--- config.mk ---
export PLATFORM = sky130hd
export DESIGN_NAME = pulse_burst_ctrl_flat
export DESIGN_NICKNAME = d
export VERILOG_FILES = /design/src/rtl/pulse_burst_ctrl_if.sv /design/src/rtl/pulse_burst_ctrl.sv /design/src/flat_wrapper.sv
export SDC_FILE = /design/constraint.sdc
export NUM_CORES = 1
export LEC_CHECK = 0
export BUFFER_PORTS_ARGS = -buffer_cell sky130_fd_sc_hd__buf_2
export CAP_MARGIN = 0
export CORE_MARGIN = 2
export CORE_UTILIZATION = 35
export DETAILED_ROUTE_END_ITERATION = 12
export GPL_ROUTABILITY_DRIVEN = 0
export PLACE_DENSITY_LB_ADDON = 0.15
export RECOVER_POWER = 50
export SETUP_SLACK_MARGIN = 0.05
export SYNTH_ARGS = -nofsm -noshare
export SYNTH_HDL_FRONTEND = slang
export SYNTH_SLANG_ARGS = --single-unit
--- constraint.sdc ---
create_clock -name clk -period 4.54 [get_ports clk]
set_input_delay 0.454 -clock clk [delete_from_list [all_inputs] [get_ports clk]]
set_output_delay 0.454 -clock clk [all_outputs]
set_load 0.01 [all_outputs]
--- src/rtl/pulse_burst_ctrl_if.sv ---
// ---------------------------------------------------------------------------
// pulse_burst_ctrl_if
//   Burst command channel for pulse_burst_ctrl: a valid/ready handshake that
//   carries one {period, count} burst command.
//   Signals:
//     cmd_valid   master -> slave  command present
//     cmd_ready   slave -> master  slave accepts a command this cycle
//     cmd_period  master -> slave  pulse spacing in clocks (0 behaves as 1)
//     cmd_count   master -> slave  pulses in the burst (0 = empty burst)
//   PER_W / CNT_W must match the parameters of the attached pulse_burst_ctrl.
// ---------------------------------------------------------------------------
interface pulse_burst_ctrl_if #(
   parameter int PER_W = 8,
   parameter int CNT_W = 8
) ();
   logic             cmd_valid;
   logic             cmd_ready;
   logic [PER_W-1:0] cmd_period;
   logic [CNT_W-1:0] cmd_count;

   modport master (output cmd_valid, output cmd_period, output cmd_count, input cmd_ready);
   modport slave  (input cmd_valid, input cmd_period, input cmd_count, output cmd_ready);
endinterface

--- src/rtl/pulse_burst_ctrl.sv ---
// ---------------------------------------------------------------------------
// pulse_burst_ctrl
//   Command-driven sequencer for periodic single-cycle pulses. A {period,
//   count} command accepted on the cmd channel produces 'count' pulses spaced
//   'period' clocks apart; done strobes together with the last pulse, or one
//   cycle after the accept of an empty burst, or after an abort.
//   Ports:
//     clk        clock, all logic on posedge
//     reset      asynchronous active-low reset
//     cmd        pulse_burst_ctrl_if.slave command channel
//     abort      terminate the active burst (ignored while idle)
//     pulse      registered single-cycle strobe
//     done       one-cycle completion strobe
//     busy       high while a burst runs
//     remaining  pulses still to emit in the active burst
//   Build option:
//     PULSE_BURST_QUEUE_EN  adds a one-entry pending-command register so the
//                           next burst starts at the edge the current one ends.
// ---------------------------------------------------------------------------
module pulse_burst_ctrl #(
   parameter int PER_W = 8,
   parameter int CNT_W = 8
) (
   input  logic                 clk,
   input  logic                 reset,
   pulse_burst_ctrl_if.slave    cmd,
   input  logic                 abort,
   output logic                 pulse,
   output logic                 done,
   output logic                 busy,
   output logic [CNT_W-1:0]     remaining
);

   localparam logic [PER_W-1:0] ZERO_P = {PER_W{1'b0}};
   localparam logic [PER_W-1:0] ONE_P  = {{(PER_W-1){1'b0}}, 1'b1};
   localparam logic [CNT_W-1:0] ZERO_C = {CNT_W{1'b0}};
   localparam logic [CNT_W-1:0] ONE_C  = {{(CNT_W-1){1'b0}}, 1'b1};

   typedef enum logic [0:0] {ST_IDLE = 1'b0, ST_RUN = 1'b1} state_t;

   state_t           state_r;
   logic [PER_W-1:0] period_r;
   logic [PER_W-1:0] cnt_r;
   logic [CNT_W-1:0] remaining_r;
   logic             pulse_r;
   logic             done_r;
   logic             busy_r;
   logic             ready_s;
   logic             accept_s;
   logic             tick_s;

   // A period of 0 is run as a period of 1.
   function automatic logic [PER_W-1:0] norm_period(input logic [PER_W-1:0] p);
      logic [PER_W-1:0] r;
      if (p == ZERO_P) r = ONE_P;
      else             r = p;
      return r;
   endfunction

   assign accept_s = cmd.cmd_valid & ready_s;
   // cnt_r never exceeds period_r-1, so equality marks the pulse edge.
   assign tick_s   = (cnt_r == (period_r - ONE_P));

`ifdef PULSE_BURST_QUEUE_EN
   logic             pend_valid_r;
   logic [PER_W-1:0] pend_period_r;
   logic [CNT_W-1:0] pend_count_r;
   logic             end_s;
   logic             nxt_valid_s;
   logic [PER_W-1:0] nxt_period_s;
   logic [CNT_W-1:0] nxt_count_s;

   assign ready_s = ~pend_valid_r;
   assign end_s   = (state_r == ST_RUN) & ~abort & tick_s & (remaining_r == ONE_C);

   // Command that takes over when the active burst ends: the held one, else one arriving at that edge.
   always_comb begin
      nxt_valid_s  = 1'b0;
      nxt_period_s = ZERO_P;
      nxt_count_s  = ZERO_C;
      if (pend_valid_r) begin
         nxt_valid_s  = 1'b1;
         nxt_period_s = pend_period_r;
         nxt_count_s  = pend_count_r;
      end else if (accept_s) begin
         nxt_valid_s  = 1'b1;
         nxt_period_s = cmd.cmd_period;
         nxt_count_s  = cmd.cmd_count;
      end else begin
         nxt_valid_s  = 1'b0;
      end
   end

   // Pending-command register: filled by an accept during a burst, emptied at burst end or abort.
   // An accept coinciding with an abort is flushed with the burst.
   always_ff @(posedge clk or negedge reset) begin
      if (!reset) begin
         pend_valid_r  <= 1'b0;
         pend_period_r <= ZERO_P;
         pend_count_r  <= ZERO_C;
      end else if (state_r == ST_RUN) begin
         if (abort || end_s) begin
            pend_valid_r <= 1'b0;
         end else if (accept_s) begin
            pend_valid_r  <= 1'b1;
            pend_period_r <= cmd.cmd_period;
            pend_count_r  <= cmd.cmd_count;
         end else begin
            pend_valid_r <= pend_valid_r;
         end
      end else begin
         pend_valid_r <= 1'b0;
      end
   end
`else
   // busy_r is exactly (state == RUN), so ready is a registered decode.
   assign ready_s = ~busy_r;
`endif

   assign cmd.cmd_ready = ready_s;
   assign pulse         = pulse_r;
   assign done          = done_r;
   assign busy          = busy_r;
   assign remaining     = remaining_r;

   // Burst FSM with registered pulse/done/busy/remaining.
   always_ff @(posedge clk or negedge reset) begin
      if (!reset) begin
         state_r     <= ST_IDLE;
         period_r    <= ZERO_P;
         cnt_r       <= ZERO_P;
         remaining_r <= ZERO_C;
         pulse_r     <= 1'b0;
         done_r      <= 1'b0;
         busy_r      <= 1'b0;
      end else begin
         case (state_r)
            ST_IDLE: begin
               pulse_r <= 1'b0;
               cnt_r   <= ZERO_P;
               if (accept_s && (cmd.cmd_count != ZERO_C)) begin
                  state_r     <= ST_RUN;
                  period_r    <= norm_period(cmd.cmd_period);
                  remaining_r <= cmd.cmd_count;
                  busy_r      <= 1'b1;
                  done_r      <= 1'b0;
               end else if (accept_s) begin
                  // Empty burst: completes immediately without a pulse.
                  done_r <= 1'b1;
               end else begin
                  done_r <= 1'b0;
               end
            end
            ST_RUN: begin
               if (abort) begin
                  // Abort beats a coincident final pulse.
                  state_r     <= ST_IDLE;
                  pulse_r     <= 1'b0;
                  remaining_r <= ZERO_C;
                  cnt_r       <= ZERO_P;
                  done_r      <= 1'b1;
                  busy_r      <= 1'b0;
               end else if (tick_s) begin
                  cnt_r       <= ZERO_P;
                  pulse_r     <= 1'b1;
                  remaining_r <= remaining_r - ONE_C;
                  if (remaining_r == ONE_C) begin
                     done_r <= 1'b1;
`ifdef PULSE_BURST_QUEUE_EN
                     // Chain straight into the next burst; an empty next burst shares this done.
                     if (nxt_valid_s && (nxt_count_s != ZERO_C)) begin
                        period_r    <= norm_period(nxt_period_s);
                        remaining_r <= nxt_count_s;
                     end else begin
                        state_r <= ST_IDLE;
                        busy_r  <= 1'b0;
                     end
`else
                     state_r <= ST_IDLE;
                     busy_r  <= 1'b0;
`endif
                  end else begin
                     done_r <= 1'b0;
                  end
               end else begin
                  cnt_r   <= cnt_r + ONE_P;
                  pulse_r <= 1'b0;
                  done_r  <= 1'b0;
               end
            end
            default: begin
               state_r     <= ST_IDLE;
               cnt_r       <= ZERO_P;
               remaining_r <= ZERO_C;
               pulse_r     <= 1'b0;
               done_r      <= 1'b0;
               busy_r      <= 1'b0;
            end
         endcase
      end
   end

endmodule
--- src/flat_wrapper.sv ---
// flat-port wrapper written by rule: the top's interface ports become plain ports
module pulse_burst_ctrl_flat 
#(
   parameter int PER_W = 8,
   parameter int CNT_W = 8
)
  (clk, reset, abort, pulse, done, busy, remaining, cmd_cmd_valid, cmd_cmd_period, cmd_cmd_count, cmd_cmd_ready);
  pulse_burst_ctrl_if #(.PER_W(PER_W), .CNT_W(CNT_W)) cmd_i ();
  input  logic clk;
  input  logic reset;
  input  logic abort;
  output logic pulse;
  output logic done;
  output logic busy;
  output logic [CNT_W-1:0] remaining;
  input wire logic [$bits(cmd_i.cmd_valid)-1:0] cmd_cmd_valid;
  input wire logic [$bits(cmd_i.cmd_period)-1:0] cmd_cmd_period;
  input wire logic [$bits(cmd_i.cmd_count)-1:0] cmd_cmd_count;
  output wire logic [$bits(cmd_i.cmd_ready)-1:0] cmd_cmd_ready;
  assign cmd_i.cmd_valid = cmd_cmd_valid;
  assign cmd_i.cmd_period = cmd_cmd_period;
  assign cmd_i.cmd_count = cmd_cmd_count;
  assign cmd_cmd_ready = cmd_i.cmd_ready;
  pulse_burst_ctrl #(.PER_W(PER_W), .CNT_W(CNT_W)) u_core (.clk(clk), .reset(reset), .cmd(cmd_i), .abort(abort), .pulse(pulse), .done(done), .busy(busy), .remaining(remaining));
endmodule
### After elaboration in Yosys (flattened, before gate mapping)

Index checks and enable logic that the tools add are counted.
W data, S select, Z words.

| storage, ports and cells | value |
|---|---|
| register bits | 28 |
| word-level logic and storage cells | 51 |
| input bits | 20 |

| cells by class | value |
|---|---|
| equality and inequality tests | 5 |
| add/subtract/negate cells | 3 |
| multiplexer cells | 27 |
| reduce and logical (&&, ||, !) cells | 6 |
| bitwise logic cells | 3 |

Operators with widths:

| kind | number |
|---|---|
| $mux W8 | 6 |
| $pmux W8 S2 | 2 |
| $sub A8 B1 Y8 const B | 2 |
| $mux W1 | 15 |
| $add A8 B1 Y8 const B | 1 |
| $eq A8 B1 Y1 const B | 1 |
| $eq A8 B8 Y1 | 1 |
| $logic_not A8 Y1 | 1 |
| $pmux W1 S2 | 4 |
| $reduce_bool A8 Y1 | 1 |
| $ne A3 B3 Y1 const B | 2 |
| $reduce_and A2 Y1 | 2 |
| $reduce_and A3 Y1 | 1 |
| $ne A2 B1 Y1 const B | 1 |
| $not A1 Y1 | 2 |
| $and A1 B1 Y1 | 1 |
| $logic_and A1 B1 Y1 | 1 |

### Depth between registers and ports, before layout

Gate-level depths: netlist of run 1.

| logic depth | value |
|---|---|
| word-level depth | 5 |
| depth in mapped cells | 9 |
| gate-level depth less buffers | 8 |

### Worst setup path before layout of run 1

OpenSTA, ideal clock, no wires.

| path | value |
|---|---|
| kind | reg-to-reg |
| start | register u_core.period_r[0] |
| end | register u_core.remaining_r[7] (netlist: u_core.remaining[7]) |
| setup time | 0.126 ns |
| data required time | 4.414 ns |
| path slack | 2.457 ns |
| clock period less this slack | 2.083 ns |
| cell stages (with the launch flop) | 10 |
| data arrival time | 1.957 ns |
| cells stage by stage | dfrtp_1 > inv_1 > ha_1 > clkbuf_2 > xor2_1 > nand3_1 > o31ai_4 > o311a_2 > a21boi_1 > a221o_1 |

| on the way | value |
|---|---|
| longest elaborated chain between the ends | 4 |

Ends and longest elaborated chain:

| what | RTL line | text |
|---|---|---|
| from (decl) | pulse_burst_ctrl.sv:42 | `logic [PER_W-1:0] period_r;` |
| from (signal assigned) | pulse_burst_ctrl.sv:143 | `period_r <= norm_period(cmd.cmd_period);` |
| $sub A8 B1 Y8 | pulse_burst_ctrl.sv:62 | `assign tick_s = (cnt_r == (period_r - ONE_P));` |
| $eq A8 B8 Y1 | pulse_burst_ctrl.sv:62 |  |
| $ne A3 B3 Y1 (no line) | - |  |
| $reduce_and A2 Y1 (no line) | - |  |
| to (signal assigned) | pulse_burst_ctrl.sv:144 | `remaining_r <= cmd.cmd_count;` |
| to (signal assigned) | pulse_burst_ctrl.sv:166 | `remaining_r <= remaining_r - ONE_C;` |
| to (decl) | pulse_burst_ctrl.sv:44 | `logic [CNT_W-1:0] remaining_r;` |

No other way between the ends.
A chain may end at the register's enable or synchronous reset.

### Final worst setup path of run 1

| path | value |
|---|---|
| start | register u_core.period_r[0] |
| end | register u_core.remaining_r[4] (netlist: u_core.remaining[4]) |

Same word-level chain as after synthesis.

==> qor.log, run 1 <==
qor: run_status.outcome complete, but fails checks
qor: run_status.failed_checks capacitance limit, slew limit
qor: yosys.yosysTopAreaCellShare 0.379
qor: detailed_routing.detail_route.iter0.violations 105
qor: yosys.yosys_warning_total 0
qor: yosys.synth-seq-area-share 0.379
qor: critical_path.highest_net_fanout_along_the_worst_path 6
qor: cts.clkTransAtPathRegs 110 ps
qor: cells_and_area.layout-drive-gt1-share 0.218
qor: yosys.synth_top_flop_cell sky130_fd_sc_hd__dfrtp_1
qor: timing.slew_viol_final 29
qor: global_route.vias_in_the_first_global_route 1601
qor: timing.setup_viol 0
qor: critical_path.worstSetupStartpointType flip-flop
qor: cts.numClockSinks 28
qor: critical_path.worst_setup_path_end_kind flip-flop
qor: timing.setup_slack 2160 ps
qor: cts.cts_hold_buffers 0
qor: detailed_routing.routed_wirelength 4620 um
qor: global_route.grt_antenna_before_repair 0
qor: detailed_routing.ant_nets 0
qor: global_route.grt_max_degree 29
qor: yosys.synth-edff-count 0
qor: timing.report.final.hold_viol_count 0
qor: pwr.static-leakage-power 0.835 nW
qor: cts.cts_made_buffers 3
qor: critical_path.cp_data_required_time 4690 ps
qor: global_route.grt.total_usage 0.167
qor: detailed_routing.detailedRoute.firstPassIterationCount 4
qor: global_route.grt_pass1_wl 7960 um
qor: place.dp_hpwl 3430 um
qor: cts.cts_repair_resize_count 0
qor: cells_and_area.fill_cell_instance_count_of_the_final_layout 520
qor: timing.timing.slew.headroom -0.0732
qor: cells_and_area.final_nets 250
qor: die.rows 26
qor: yosys.synthTopCellsByArea sky130_fd_sc_hd__dfrtp_1, sky130_fd_sc_hd__nor2_1, sky130_fd_sc_hd__xnor2_1
qor: yosys.synth.net_count 221
qor: die.core 5110 um^2
qor: hold_path.hold_class in -> reg
qor: die.die_area 5880 um^2
qor: die.die_h 76.7 um
qor: pwr.p_per_area 430 nW/um^2
qor: yosys.postSynthRegisterBits 28
qor: cts.cts_tree done
qor: detailed_routing.routed_wire_length_per_instance 15.6 um
qor: detailed_routing.drcViolationCount 0
qor: global_route.global_route.overflow_total 0
qor: cells_and_area.final_area 2130 um^2
qor: yosys.syn_area 1850 um^2
qor: critical_path.crit_arrival 2520 ps
qor: timing.tightest_slew 1610 ps
qor: cts.cts_post_setup_buffers_inserted 0
qor: die.die_extent_in_x 76.7 um
qor: die.i_o_pins 32
qor: pwr.report.power.total 915 uW
qor: yosys.ys_types 50
qor: yosys.yosysTopAreaCell sky130_fd_sc_hd__dfrtp_1
qor: place.dp_worst_setup_slack 2140 ps
qor: critical_path.worstSetupPathType reg -> reg
qor: cts.insertion_delay_of_the_later_clocked_pin_in_the_worst_skew_pair 280 ps
qor: timing.finalSetupTns 0 ps
qor: pwr.ir_worst_vdd 0.169 mV
qor: place.portBuffers 31
qor: timing.rsz0062_at_grt false
qor: place.post_dp_cell_area 2060 um^2
qor: cells_and_area.layout_common_cells sky130_fd_sc_hd__dfrtp_1, sky130_fd_sc_hd__buf_2, sky130_fd_sc_hd__nor2_1, sky130_fd_sc_hd__nand3_1, sky130_fd_sc_hd__nand2_1
qor: cts.clock_tree.root_cell sky130_fd_sc_hd__clkbuf_8
qor: cells_and_area.flow.area_growth_from_synthesis 15.0%
qor: cts.clock_tree.buffer_depth 2
qor: cells_and_area.mostFrequentLayoutCell sky130_fd_sc_hd__dfrtp_1
qor: yosys.syn_inst 197
qor: yosys.postSynth.asyncResetShare 1.00
qor: cts.htree_num_levels 1
qor: yosys.syn_area_per_cell 9.39 um^2
qor: timing.period_minus_slack 2380 ps
qor: detailed_routing.via_per_inst 5.43
qor: timing.fmax 421 MHz
qor: timing.finalClockSkew 4.21 ps
qor: detailed_routing.vias 1603
qor: run.max_cap_violations 1
qor: die.initial_core_util 0.362
qor: cells_and_area.antenna-diode-count 0
qor: timing.final.period_utilization 0.523
## routing by layer
| metal | share of wire | GRT usage | up-vias |
|---|---|---|---|
| met5 | 0 | 0 | - |
| met4 | 0.012 | 0.0564 | 0 |
| met3 | 0.054 | 0.0247 | 6 |
| met2 | 0.44 | 0.243 | 47 |
| met1 | 0.49 | 0.252 | 775 |
| li1 | - | - | 775 |
## metrics by stage
stage,std cells,utilization,hold slack (ps)
2_1_floorplan,197,-,158
3_3_place_gp,291,0.404,521
3_5_place_dp,291,0.404,521
4_1_cts,295,0.418,216
5_1_grt,295,0.416,412
6_report,295,0.416,411
## kinds of logic after synthesis
family | synth area share
simple gates | 0.263
compound gates | 0.163
flops | 0.379
xor+xnor | 0.0758
buf+inv | 0.0338
mux | 0.0589
fa+ha+maj | 0.0271
## critical path, cell delays in order, from the launching register on
cell                       delay, ps
sky130_fd_sc_hd__dfrtp_1         470
sky130_fd_sc_hd__inv_1           100
sky130_fd_sc_hd__ha_1            310
sky130_fd_sc_hd__xor2_1          310
sky130_fd_sc_hd__nand3_1         170
sky130_fd_sc_hd__o31ai_4         110
sky130_fd_sc_hd__o311ai_4        180
sky130_fd_sc_hd__nor2_1          400
sky130_fd_sc_hd__o211ai_1        190
## area by class of cell
class                   instances  area (um^2)  share of cell area
repair buffers                 32          154              0.0724
clock inverters                 1         30.0              0.0141
clock buffers                   3         41.3              0.0194
flip-flops and latches         28          701               0.330
inverters                       7         26.3              0.0124
multi-input cells             154         1090               0.511
well taps                      70         87.6              0.0412
## final timing paths
check	start	endpoint	slack (ps)	depth (start not counted)
worst max-delay path	u_core.period_r[0]$_DFFE_PN0P_	u_core.remaining[4]$_DFFE_PN0P_	2160	8
worst min register to register	u_core.period_r[7]$_DFFE_PN0P_	u_core.period_r[7]$_DFFE_PN0P_	540	1
max in group asynchronous	reset	u_core.cnt_r[3]$_DFF_PN0_	3050	1
min in group asynchronous	reset	u_core.remaining[6]$_DFFE_PN0P_	560	1
worst max register to register	u_core.period_r[0]$_DFFE_PN0P_	u_core.remaining[4]$_DFFE_PN0P_	2160	8
worst min-delay path	cmd_cmd_period[1]	u_core.period_r[1]$_DFFE_PN0P_	410	3
## where the power goes
group | internal [mW] | total [mW] | switching, mW
combinational | 0.153 | 0.346 | 0.193
clock | 0.118 | 0.206 | 0.0875
sequential | 0.293 | 0.363 | 0.0706
## state kept, by name, summed over array words and instances (netlist names)
signal / flops
u_core.cnt_r: 8
u_core.pulse: 1
u_core.state_r: 1
u_core.busy: 1
u_core.done: 1
u_core.period_r: 8
u_core.remaining: 8
## synth_stat cells, types with 2 or more instances
cell type,n
sky130_fd_sc_hd__nor3_1,8
sky130_fd_sc_hd__clkbuf_1,3
sky130_fd_sc_hd__nand3_1,12
sky130_fd_sc_hd__nand4b_1,2
sky130_fd_sc_hd__a221o_1,2
sky130_fd_sc_hd__nand4_1,2
sky130_fd_sc_hd__nor2b_1,2
sky130_fd_sc_hd__nand2_1,11
sky130_fd_sc_hd__nand2b_1,7
sky130_fd_sc_hd__nor2_1,21
sky130_fd_sc_hd__buf_2,4
sky130_fd_sc_hd__nor4_1,3
sky130_fd_sc_hd__mux2_2,6
sky130_fd_sc_hd__a31oi_1,2
sky130_fd_sc_hd__inv_1,7
sky130_fd_sc_hd__xnor2_1,9
sky130_fd_sc_hd__a2bb2oi_1,2
sky130_fd_sc_hd__ha_1,4
sky130_fd_sc_hd__nor4_2,4
sky130_fd_sc_hd__mux2i_1,3
sky130_fd_sc_hd__a21oi_1,4
sky130_fd_sc_hd__xor2_1,7
sky130_fd_sc_hd__or3_1,2
sky130_fd_sc_hd__o211ai_1,3
sky130_fd_sc_hd__dfrtp_1,28
sky130_fd_sc_hd__and3_1,5
sky130_fd_sc_hd__o21ai_0,9
sky130_fd_sc_hd__o21ai_1,2
sky130_fd_sc_hd__nand3b_1,2
Note: power is estimated with default switching activity, not from simulation.
==> run 2, diff against run 1 <==
==> constraint.sdc (replaced) <==
create_clock -name clk -period 2.4 [get_ports clk]
set_input_delay 0.24 -clock clk [delete_from_list [all_inputs] [get_ports clk]]
set_output_delay 0.24 -clock clk [all_outputs]
set_load 0.01 [all_outputs]
==> run 2 against run 1 <==
  * The flow still finishes with violations (capacitance limit, slew limit)
  * Clock power grew 86%
  * Routed wire length down 1.0%
  * Setup slack got worse by 2000 ps
  * Utilization grew 1.1 points
  * First-iteration DRC count fell by 41%
  * Via count shrank 0.12%
  * Sequential power grew 88%
  * Register-to-register slack lost 2000 ps
  * Largest power group unchanged
  * Highest routed layer unchanged
==> qor.log, run 2 (synthesized netlist as in run 1, its figures left out) <==
qor: timing.fmax 452 MHz
qor: timing.report.final.hold_viol_count 0
qor: critical_path.cp_data_required_time 2580 ps
qor: timing.finalClockSkew 10.7 ps
qor: cells_and_area.mostFrequentLayoutCell sky130_fd_sc_hd__dfrtp_1
qor: cts.insertion_delay_of_the_later_clocked_pin_in_the_worst_skew_pair 290 ps
qor: critical_path.setup.reg_to_reg.worst_slack 190 ps
qor: timing.slew_viol_final 29
qor: cts.htree_num_levels 1
qor: global_route.grt_max_degree 29
qor: cts.clkTransAtPathRegs 110 ps
qor: run.max_cap_violations 1
qor: cells_and_area.final_area 2180 um^2
qor: cts.cts_tree done
qor: die.die_extent_in_x 76.7 um
qor: detailed_routing.ant_nets 0
qor: detailed_routing.vias 1601
qor: global_route.grt_antenna_before_repair 0
qor: cells_and_area.final_nets 255
qor: global_route.global_route.overflow_total 0
qor: timing.timing.slew.headroom -0.0687
qor: global_route.vias_in_the_first_global_route 1489
qor: timing.period_minus_slack 2210 ps
qor: cts.clock_tree.root_cell sky130_fd_sc_hd__clkbuf_8
qor: place.post_dp_cell_area 2080 um^2
qor: die.die_area 5880 um^2
qor: die.die_h 76.7 um
qor: detailed_routing.via_per_inst 5.34
qor: critical_path.max_stage_delay 430 ps
qor: critical_path.highest_net_fanout_along_the_worst_path 7
qor: timing.final.period_utilization 0.922
qor: global_route.grt.total_usage 0.157
qor: timing.tightest_slew 1600 ps
qor: die.initial_core_util 0.362
qor: pwr.static-leakage-power 0.857 nW
qor: critical_path.worstSetupStartpointType flip-flop
qor: run_status.outcome complete, but fails checks
qor: timing.finalSetupTns 0 ps
qor: critical_path.timing.critical_path.cells inv_1, ha_1, nand2_1, nor4b_2, o311a_2, a21boi_1, a221o_1
qor: detailed_routing.drcViolationCount 0
qor: cells_and_area.flow.area_growth_from_synthesis 18.1%
qor: global_route.grt_pass1_wl 7330 um
qor: place.dp_hpwl 3450 um
qor: die.core 5110 um^2
qor: critical_path.worst_setup_path_end_kind flip-flop
qor: cts.cts_made_buffers 3
qor: hold_path.hold_class in -> reg
qor: cells_and_area.antenna-diode-count 0
qor: place.portBuffers 31
qor: pwr.p_per_area 797 nW/um^2
qor: run_status.failed_checks capacitance limit, slew limit
qor: die.i_o_pins 32
qor: pwr.ir_worst_vdd 0.333 mV
qor: critical_path.cpLargestDelayFamily compound AO/OA/AOI/OAI gates
qor: critical_path.worst_path_max_delay_cell sky130_fd_sc_hd__dfrtp_1
qor: cells_and_area.layout-drive-gt1-share 0.239
qor: timing.rsz0062_at_grt false
qor: die.rows 26
qor: cts.clock_tree.buffer_depth 2
qor: critical_path.critical_path.n_buffers_inverters 1
qor: detailed_routing.detail_route.iter0.violations 62
qor: cells_and_area.layout_common_cells sky130_fd_sc_hd__dfrtp_1, sky130_fd_sc_hd__buf_2, sky130_fd_sc_hd__nor2_1, sky130_fd_sc_hd__nand3_1, sky130_fd_sc_hd__nand2_1
qor: detailed_routing.routed_wire_length_per_instance 15.2 um
qor: critical_path.worstSetupPathType reg -> reg
qor: critical_path.crit_arrival 2400 ps
qor: timing.setup_viol 0
qor: detailed_routing.detailedRoute.firstPassIterationCount 4
qor: detailed_routing.routed_wirelength 4570 um
qor: cts.numClockSinks 28
run 2: repair_timing:
action | CTS | global route
setup buffers | 0 | 2
endpoints found under the hold margin | 16 | 0
hold buffers | 1 | 0
endpoints found under the setup margin | 0 | 14
gates resized for setup | 0 | 3
run 2: worst reg2reg max path, stage by stage, from the launching register on:
cell	delay (ps)
sky130_fd_sc_hd__dfrtp_1	430
sky130_fd_sc_hd__inv_1	70
sky130_fd_sc_hd__ha_1	310
sky130_fd_sc_hd__nand2_1	160
sky130_fd_sc_hd__nor4b_2	400
sky130_fd_sc_hd__o311a_2	330
sky130_fd_sc_hd__a21boi_1	110
sky130_fd_sc_hd__a221o_1	310
run 2: final timing paths:
| kind | to | from | cells after the start |
|---|---|---|---|
| worst max-delay path | u_core.remaining[7]$_DFFE_PN0P_ | u_core.period_r[0]$_DFFE_PN0P_ | 7 |
| max in group asynchronous | u_core.period_r[5]$_DFFE_PN0P_ | reset | 2 |
| worst min register to register | u_core.cnt_r[0]$_DFF_PN0_ | u_core.cnt_r[0]$_DFF_PN0_ | 1 |
| worst min-delay path | u_core.period_r[6]$_DFFE_PN0P_ | cmd_cmd_period[6] | 2 |
| worst max register to register | u_core.remaining[7]$_DFFE_PN0P_ | u_core.period_r[0]$_DFFE_PN0P_ | 7 |
| min in group asynchronous | u_core.done$_DFF_PN0_ | reset | 2 |
run 2: area by class of cell:
type	count	area, um^2
Timing Repair Buffer	37	194
Multi-Input combinational cell	154	1100
Inverter	7	26.3
Clock buffer	3	41.3
Tap cell	70	87.6
Clock inverter	1	30.0
Fill cell	528	2920
Sequential cell	28	701
run 2: stage by stage:
step	utilization	hold WS [ps]	total power, mW	worst slack (ps)	cells
after floorplan	-	-55.6	1.19	317	197
after global placement	0.407	308	1.34	221	293
after detailed placement	0.407	312	1.34	183	293
after CTS	0.423	193	1.74	175	298
after global routing	0.427	207	1.85	36.3	300
final	0.427	201	1.74	188	300
run 2: metal layers:
| layer | routed length (um) | global-route usage | up-vias |
|---|---|---|---|
| met4 | 106 | 0.0691 | 0 |
| met2 | 2220 | 0.262 | 39 |
| li1 | - | - | 784 |
| met1 | 2060 | 0.200 | 770 |
| met3 | 174 | 0.0259 | 8 |
| met5 | 0 | 0 | - |
run 2: report_power, final:
| part | switching [mW] | internal [mW] |
|---|---|---|
| clock | 0.160 | 0.224 |
| combinational | 0.378 | 0.296 |
| sequential | 0.129 | 0.554 |
